--- config.mk ---
export PLATFORM = sky130hd
export DESIGN_NAME = inst_queue
export DESIGN_NICKNAME = d
export VERILOG_FILES = /design/src/rtl/inst_queue_pkg.sv /design/src/rtl/inst_queue.sv
export SDC_FILE = /design/constraint.sdc
export NUM_CORES = 1
export LEC_CHECK = 0
export CORE_MARGIN = 2
export CORE_UTILIZATION = 45
export CTS_CLUSTER_DIAMETER = 80
export DETAILED_ROUTE_END_ITERATION = 10
export GPL_TIMING_DRIVEN = 0
export PLACE_DENSITY = 0.7
export SKIP_LAST_GASP = 1
export SLEW_MARGIN = 0
export SYNTH_ARGS = -nofsm -noshare
export SYNTH_HDL_FRONTEND = slang
export SYNTH_SLANG_ARGS = --single-unit
--- constraint.sdc ---
create_clock -name clk -period 12.17 [get_ports clk]
set_input_delay 1.217 -clock clk [delete_from_list [all_inputs] [get_ports clk]]
set_output_delay 1.217 -clock clk [all_outputs]
set_load 0.02 [all_outputs]
--- src/rtl/inst_queue_pkg.sv ---
// Shared widths and entry layout for the instruction queue between fetch and decode.
package inst_queue_pkg;

  localparam int unsigned INST_WIDTH           = 32;
  localparam int unsigned INST_ADDR_WIDTH      = 32;
  localparam int unsigned INST_QUEUE_DEPTH     = 8;
  localparam int unsigned INST_QUEUE_PTR_WIDTH = 3;

  // One queued instruction together with its fetch PC
  typedef struct packed {
    logic [INST_WIDTH-1:0]      inst;
    logic [INST_ADDR_WIDTH-1:0] pc;
  } entry_t;

endpackage

--- src/rtl/inst_queue.sv ---
// 8-entry circular instruction queue decoupling fetch from decode.
// Optional INST_QUEUE_BYPASS_EN forwards an offer straight to decode when the queue is empty.
module inst_queue
  import inst_queue_pkg::*;
(
  input  logic                            clk,
  input  logic                            rst,
  input  logic                            fetch_write,
  input  logic [INST_WIDTH-1:0]           fetch_inst,
  input  logic [INST_ADDR_WIDTH-1:0]      fetch_pc,
  output logic                            fetch_stall,
  output logic [INST_WIDTH-1:0]           inst_in,
  output logic [INST_ADDR_WIDTH-1:0]      inst_pc,
  output logic                            inst_enable,
  input  logic                            inst_stall,
  input  logic                            clear,
  output logic [INST_QUEUE_PTR_WIDTH:0]   count
);

  localparam int unsigned PTR_W = INST_QUEUE_PTR_WIDTH;
  localparam int unsigned CNT_W = INST_QUEUE_PTR_WIDTH + 1;

  entry_t           mem [INST_QUEUE_DEPTH];
  logic [PTR_W-1:0] head;
  logic [PTR_W-1:0] tail;
  logic             not_empty;
  logic             bypass_hit;
  logic             push;
  logic             pop;
  entry_t           head_entry;

  assign head_entry = mem[head];
  assign not_empty  = (count != '0);

  // Full is judged on registered occupancy only; a same-cycle pop does not free a slot
  always_comb begin
    fetch_stall = (count == CNT_W'(INST_QUEUE_DEPTH));
    bypass_hit  = 1'b0;
`ifdef INST_QUEUE_BYPASS_EN
    bypass_hit  = !not_empty && fetch_write && !inst_stall && !clear;
`endif
    pop         = not_empty && !inst_stall && !clear;
    push        = fetch_write && !fetch_stall && !clear && !bypass_hit;
    inst_enable = pop || bypass_hit;
    inst_in     = '0;
    inst_pc     = '0;
    if (bypass_hit) begin
      inst_in = fetch_inst;
      inst_pc = fetch_pc;
    end else if (not_empty) begin
      inst_in = head_entry.inst;
      inst_pc = head_entry.pc;
    end
  end

  // Pointers and occupancy; reset outranks clear, clear outranks push/pop
  always_ff @(posedge clk) begin
    if (rst) begin
      head  <= '0;
      tail  <= '0;
      count <= '0;
    end else if (clear) begin
      head  <= '0;
      tail  <= '0;
      count <= '0;
    end else begin
      if (push) tail <= tail + PTR_W'(1);
      if (pop)  head <= head + PTR_W'(1);
      case ({push, pop})
        2'b10:   count <= count + CNT_W'(1);
        2'b01:   count <= count - CNT_W'(1);
        default: count <= count;
      endcase
    end
  end

  // Storage has no reset; stale contents are never visible because count gates the read
  always_ff @(posedge clk) begin
    if (!rst && push) mem[tail] <= '{inst: fetch_inst, pc: fetch_pc};
  end

endmodule

==> metrics.yaml, run 1 <==
cts:
  cts_setup_buffers: 0
  h-tree-depth: 2
  tritoncts: "done"
  cts_root_buf: "clkbuf_16"
  insertion_delay_ns: 0.55
  cts_buffers: 49
  clock-sinks: 525
  clkTransAtPathRegs_ns: 0.06
  cts_buffer_depth: 3
  post_cts_resized: 0
  ctsHoldBuffers: 0
yosys:
  yosysTopAreaCell: "edfxtp_1"
  yosysWarningCount: 0
  postSynthAreaPerCell_um2: 22.6
  ys_async_sr_fraction_pct: 0
  ys_seq_area_share_pct: 77.8
  synthFlopType: "edfxtp_1"
  synth_top_area_share_pct: 76.5
  syn_area_mm2: 0.0201
  synthTopCellsByCount: "edfxtp_1, mux4_2, nor2_1, mux2i_1, buf_2"
  syn_inst: 889
  synth_cell_types: 31
  synth_top_cells_by_area: "edfxtp_1, mux4_2, mux2i_1, nor2_1, dfxtp_1"
  ys_ff_latch: 525
  synth_edf_count: 512
  synth_most_common_cell: "edfxtp_1"
  syn-num-nets: 964
critical_path:
  r2r-end: "mem[0][60]"
  startpoint: "count[0]"
  regToRegSetupSlack_ns: 9.28
  end_kind: "primary output"
  worst_path_max_delay_cell: "clkbuf_1"
  r2r-start: "count[0]"
  crit_type: "reg -> out"
  cp-endpoint: "inst_in[5]"
  cpPeakStageDelay_ns: 0.94
  arrival_ns: 3.53
  worstPathRequired_ns: 10.95
  ff2ff_path_depth: 9
  cp_max_fo: 10
  crit_chain: "nor4_1 -> clkbuf_1 -> buf_2 -> nor2_1 -> clkdlybuf4s50_1"
  startpoint_type: "flop"
placed_design:
  port_buffers: 138
  gp_congestion: 0.710
  dp_hpwl_um: 26300
  postPlaceCellArea_mm2: 0.0229
job:
  drv_cap: 0
floorplan:
  fp-row-count: 77
  die_height_um: 215
  core_mm2: 0.0441
  io_pins: 139
  start_util_pct: 45.6
  die_w_um: 215
  dieArea_mm2: 0.0464
final_layout:
  layout-drive-gt1-share_pct: 25.2
  fin_nets: 1209
  area_growth_pct: 21.2
  finalCoreUtilization_pct: 55.2
  stdcell_area_mm2: 0.0244
timing:
  post-route-min-period_ns: 4.75
  slew_viol_final: 0
  hold_violations: 0
  skew_ns: 0.0132
  relSlewSlack_pct: 20.2
  setup_viol: 0
  tightest_slew_ns: 1.20
  max_freq_ghz: 0.210
  fin_crit_sh_pct: 39.0
  rsz0062_at_grt: "false"
  tns_ns: 0
detailed_routing:
  drtAntennaViolNets: 0
  vias: 9502
  wl_per_cell_um: 23.4
  finalWirelength_um: 41200
  first_pass_iters: 5
  drtIter0Drc: 701
  drc: 0
  via_per_inst: 5.39
pwr:
  p_per_area_mw_per_mm2: 144
  ir_worst_vdd_uv: 103
  p_leak_uw: 0.00748
grt:
  grt_pass1_vias: 9937
  antenna_found_initial: 5
  grt_overflow: 0
  grt.total_usage_pct: 17.9
  grt_pass1_wl_um: 61400
  grt_max_degree: 26
run_status:
  status: "completed"
min_path:
  worstHoldPathType: "reg -> reg"
[worst max-delay path, delay by kind of cell, from the launching register on]
| family | cells | cell delay, ns |
|---|---|---|
| buf+inv | 3 | 1.99 |
| flops | 1 | 0.38 |
| simple gates | 2 | 0.61 |
[logic make-up (layout without fill, tap and decap cells)]
| family | Yosys count | in the layout | synth area share (%) |
|---|---|---|---|
| adder cells (fa/ha/maj) | 6 | 6 | 0.411 |
| flip-flops | 525 | 525 | 77.8 |
| AO/OA/AOI/OAI | 7 | 7 | 0.199 |
| other | 0 | 3 | 0 |
| buffers and inverters | 49 | 328 | 1.58 |
| multiplexers | 193 | 193 | 17.6 |
| AND/OR/NAND/NOR | 103 | 103 | 2.22 |
| XOR/XNOR | 6 | 6 | 0.261 |
[power breakdown]
| part | leakage [uW] | internal [uW] | total (uW) | switching, uW |
|---|---|---|---|---|
| registers | 0.00472 | 1990 | 1990 | 2.36 |
| logic | 0.00205 | 49.6 | 108 | 58.5 |
| clock network | 0.000706 | 800 | 1410 | 608 |
| total | 0.00748 | 2840 | 3510 | 669 |
[registers in the layout, summed over array words and instances (netlist names), named ones only]
signal  flops
tail        3
count       4
head        3
mem       512
[cell usage in the layout, fill, tap and decap left out, types with 3 or more instances in the layout]
master           count
a21oi_1              4
buf_12               6
buf_2               25
buf_4               24
buf_6               36
buf_8                3
bufinv_16            3
clkbuf_1            18
clkbuf_16           49
clkdlybuf4s50_1    138
clkinv_1            13
clkinv_2             4
clkinv_4             3
dfxtp_1             13
diode_2              3
edfxtp_1           512
ha_1                 5
inv_1                3
mux2i_1             65
mux4_2             128
nand2_1              6
nor2_1              79
nor2_4               3
nor3_2               3
xnor2_1              3
xor2_1               3
[worst min-delay path by stage]
stage	start	endpoint	cells after the start	slack, ns
global route	head[2]	head[2]	2	0.55
detailed placement	count[3]	count[3]	2	0.52
finish	head[2]	flop	2	0.53
CTS	head[2]	flop	2	0.53
floorplan	head[2]	flop	2	0.49
global placement	head[2]	head[2]	2	0.51
[cell type report]
type | count | area, um2
multi-input cells | 315 | 4210
well taps | 592 | 741
plain buffers | 44 | 294
clock buffers | 62 | 1270
diodes | 3 | 7.51
clock inverters | 23 | 184
flip-flops and latches | 525 | 15600
repair buffers | 194 | 2010
inverters | 5 | 23.8
fillers | 3369 | 19800
[per-layer routing]
metal  share of wire, %  GRT usage (%)  up-vias
met5              0.027              0        -
met1                 43           25.0     4976
met4                1.9           4.80        2
met2                 49           29.2      286
met3                6.0           3.27       56
li1                   -              -     4182
[metrics by stage]
| stage | power (uW) | std cells | setup slack, ns | hold WS (ns) |
|---|---|---|---|---|
| 2_1_floorplan | 2070 | 889 | 3.28 | 0.490 |
| 4_1_cts | 3540 | 1760 | 7.29 | 0.527 |
| 6_report | 3510 | 1763 | 7.42 | 0.530 |
| 3_5_place_dp | 2140 | 1675 | 7.84 | 0.516 |
| 3_3_place_gp | 2140 | 1619 | -4.62 | 0.512 |
| 5_1_grt | 3610 | 1762 | 7.12 | 0.545 |
Power figures use the tool's default switching activity.
==> run 2: changes to the inputs <==
- clock period: 12.17 -> 4.6 ns (I/O delays scaled with it)
==> run 2 against run 1 <==
  * Die area unchanged
  * Wire length down 1.2%
  * Core utilization grew 0.16 points
  * Critical path type unchanged
  * Largest power group unchanged
==> metrics.yaml, run 2 (synthesis gave the netlist of run 1 again) <==
critical_path:
  arrival_ns: 3.50
  crit_type: "reg -> out"
  startpoint_type: "flop"
  end_kind: "primary output"
  worst_path_max_delay_cell: "clkbuf_1"
  worstPathRequired_ns: 4.14
  crit_chain: "nor4_1 -> clkbuf_1 -> buf_2 -> nor2_1 -> clkdlybuf4s50_1"
  ff2ff_path_depth: 8
  cpPeakStageDelay_ns: 0.85
  cp_max_fo: 10
timing:
  tns_ns: 0
  rsz0062_at_grt: "false"
  relSlewSlack_pct: 28.5
  tightest_slew_ns: 1.07
  hold_violations: 0
  fin_crit_sh_pct: 86.2
  post-route-min-period_ns: 3.96
  setup_viol: 0
  max_freq_ghz: 0.252
  slew_viol_final: 0
  skew_ns: 0.0106
cts:
  clkTransAtPathRegs_ns: 0.06
  clock-sinks: 525
  cts_root_buf: "clkbuf_16"
  cts_buffers: 49
  cts_setup_buffers: 0
  insertion_delay_ns: 0.56
  post_cts_resized: 0
  h-tree-depth: 2
  tritoncts: "done"
  ctsHoldBuffers: 0
  cts_buffer_depth: 3
detailed_routing:
  drtAntennaViolNets: 0
  wl_per_cell_um: 23.2
  drtIter0Drc: 795
  finalWirelength_um: 40700
  via_per_inst: 5.36
  first_pass_iters: 4
  drc: 0
  vias: 9401
min_path:
  hold-path-cell-count: 2
  worstHoldPathType: "reg -> reg"
final_layout:
  layout-drive-gt1-share_pct: 24.7
  fillers: 3361
  multi_input_area_mm2: 0.00422
  stdcell_area_mm2: 0.0244
  ff_latch_area_mm2: 0.0156
  top_register: "mem"
  largest_reg_flops: 512
  final_cell_mix: "edfxtp_1, clkdlybuf4s50_1, mux4_2"
  finalCoreUtilization_pct: 55.4
  reg_top3: "mem x512, count x4"
  final_cells: 1753
  fin_nets: 1197
  area_growth_pct: 21.6
  layout_commonest_cell: "edfxtp_1"
floorplan:
  io_pins: 139
  dieArea_mm2: 0.0464
  start_util_pct: 45.6
  core_mm2: 0.0441
  fp-row-count: 77
  die_height_um: 215
  die_w_um: 215
placed_design:
  postPlaceCellArea_mm2: 0.0229
  port_buffers: 138
  dp_hpwl_um: 26100
  gp_congestion: 0.713
  placedCellCount: 1663
pwr:
  p_per_area_mw_per_mm2: 386
  power_uw: 9430
  p_leak_uw: 0.00748
  ir_worst_vdd_uv: 271
grt:
  antenna_found_initial: 5
  grt_max_degree: 23
  grt_pass1_vias: 9847
  grt_pass1_wl_um: 61700
  grt_overflow: 0
  grt.total_usage_pct: 17.8
job:
  drv_cap: 0
run_status:
  status: "completed"
-- run 2: layout make-up --
cell class	count	area share [%]
antenna	1	0.0102
buffer	44	1.20
clock buffer	60	5.36
clock inverter	29	0.932
inverter	5	0.0973
multi-input combinational	315	17.3
sequential	525	64.0
tap	592	3.03
timing repair buffer	182	8.13
-- run 2: final timing paths --
kind | startpoint | end | slack (ns)
hold reg to reg | count[3] | count[3] | 0.53
setup reg to reg | count[0] | mem[0][17] | 1.73
hold / removal | count[3] | count[3] | 0.53
setup / recovery | count[0] | inst_in[7] | 0.64
-- run 2: where the power goes --
group / internal (uW) / switching, uW
registers: 5270 / 6.52
logic: 131 / 155
clock network: 2240 / 1630
-- run 2: critical path, delay by kind of cell, from the launching register on --
family        cells  cell delay, ns
flops             1            0.37
simple gates      2            0.71
buf+inv           3            1.84
-- run 2: layer usage --
metal  up-vias  GRT usage, %  part of all wire [%]
li1       4169             -                     -
met1      4934          26.0                    45
met2       230          27.8                    48
met3        62          3.31                   4.8
met4         6          5.17                   2.1
met5         -             0                 0.096
-- run 2: metrics by stage --
step,hold WS [ns],setup WS (ns)
global route,0.553,0.463
CTS,0.538,0.553
finish,0.535,0.636
global placement,0.507,-6.75
floorplan,0.490,-1.55
detailed placement,0.518,1.26
==> run 3: changes to the inputs <==
- CTS_CLUSTER_DIAMETER: 80 -> not set
==> results of run 3 <==
The final DEF is identical to that of run 2; final timing and power are the same.
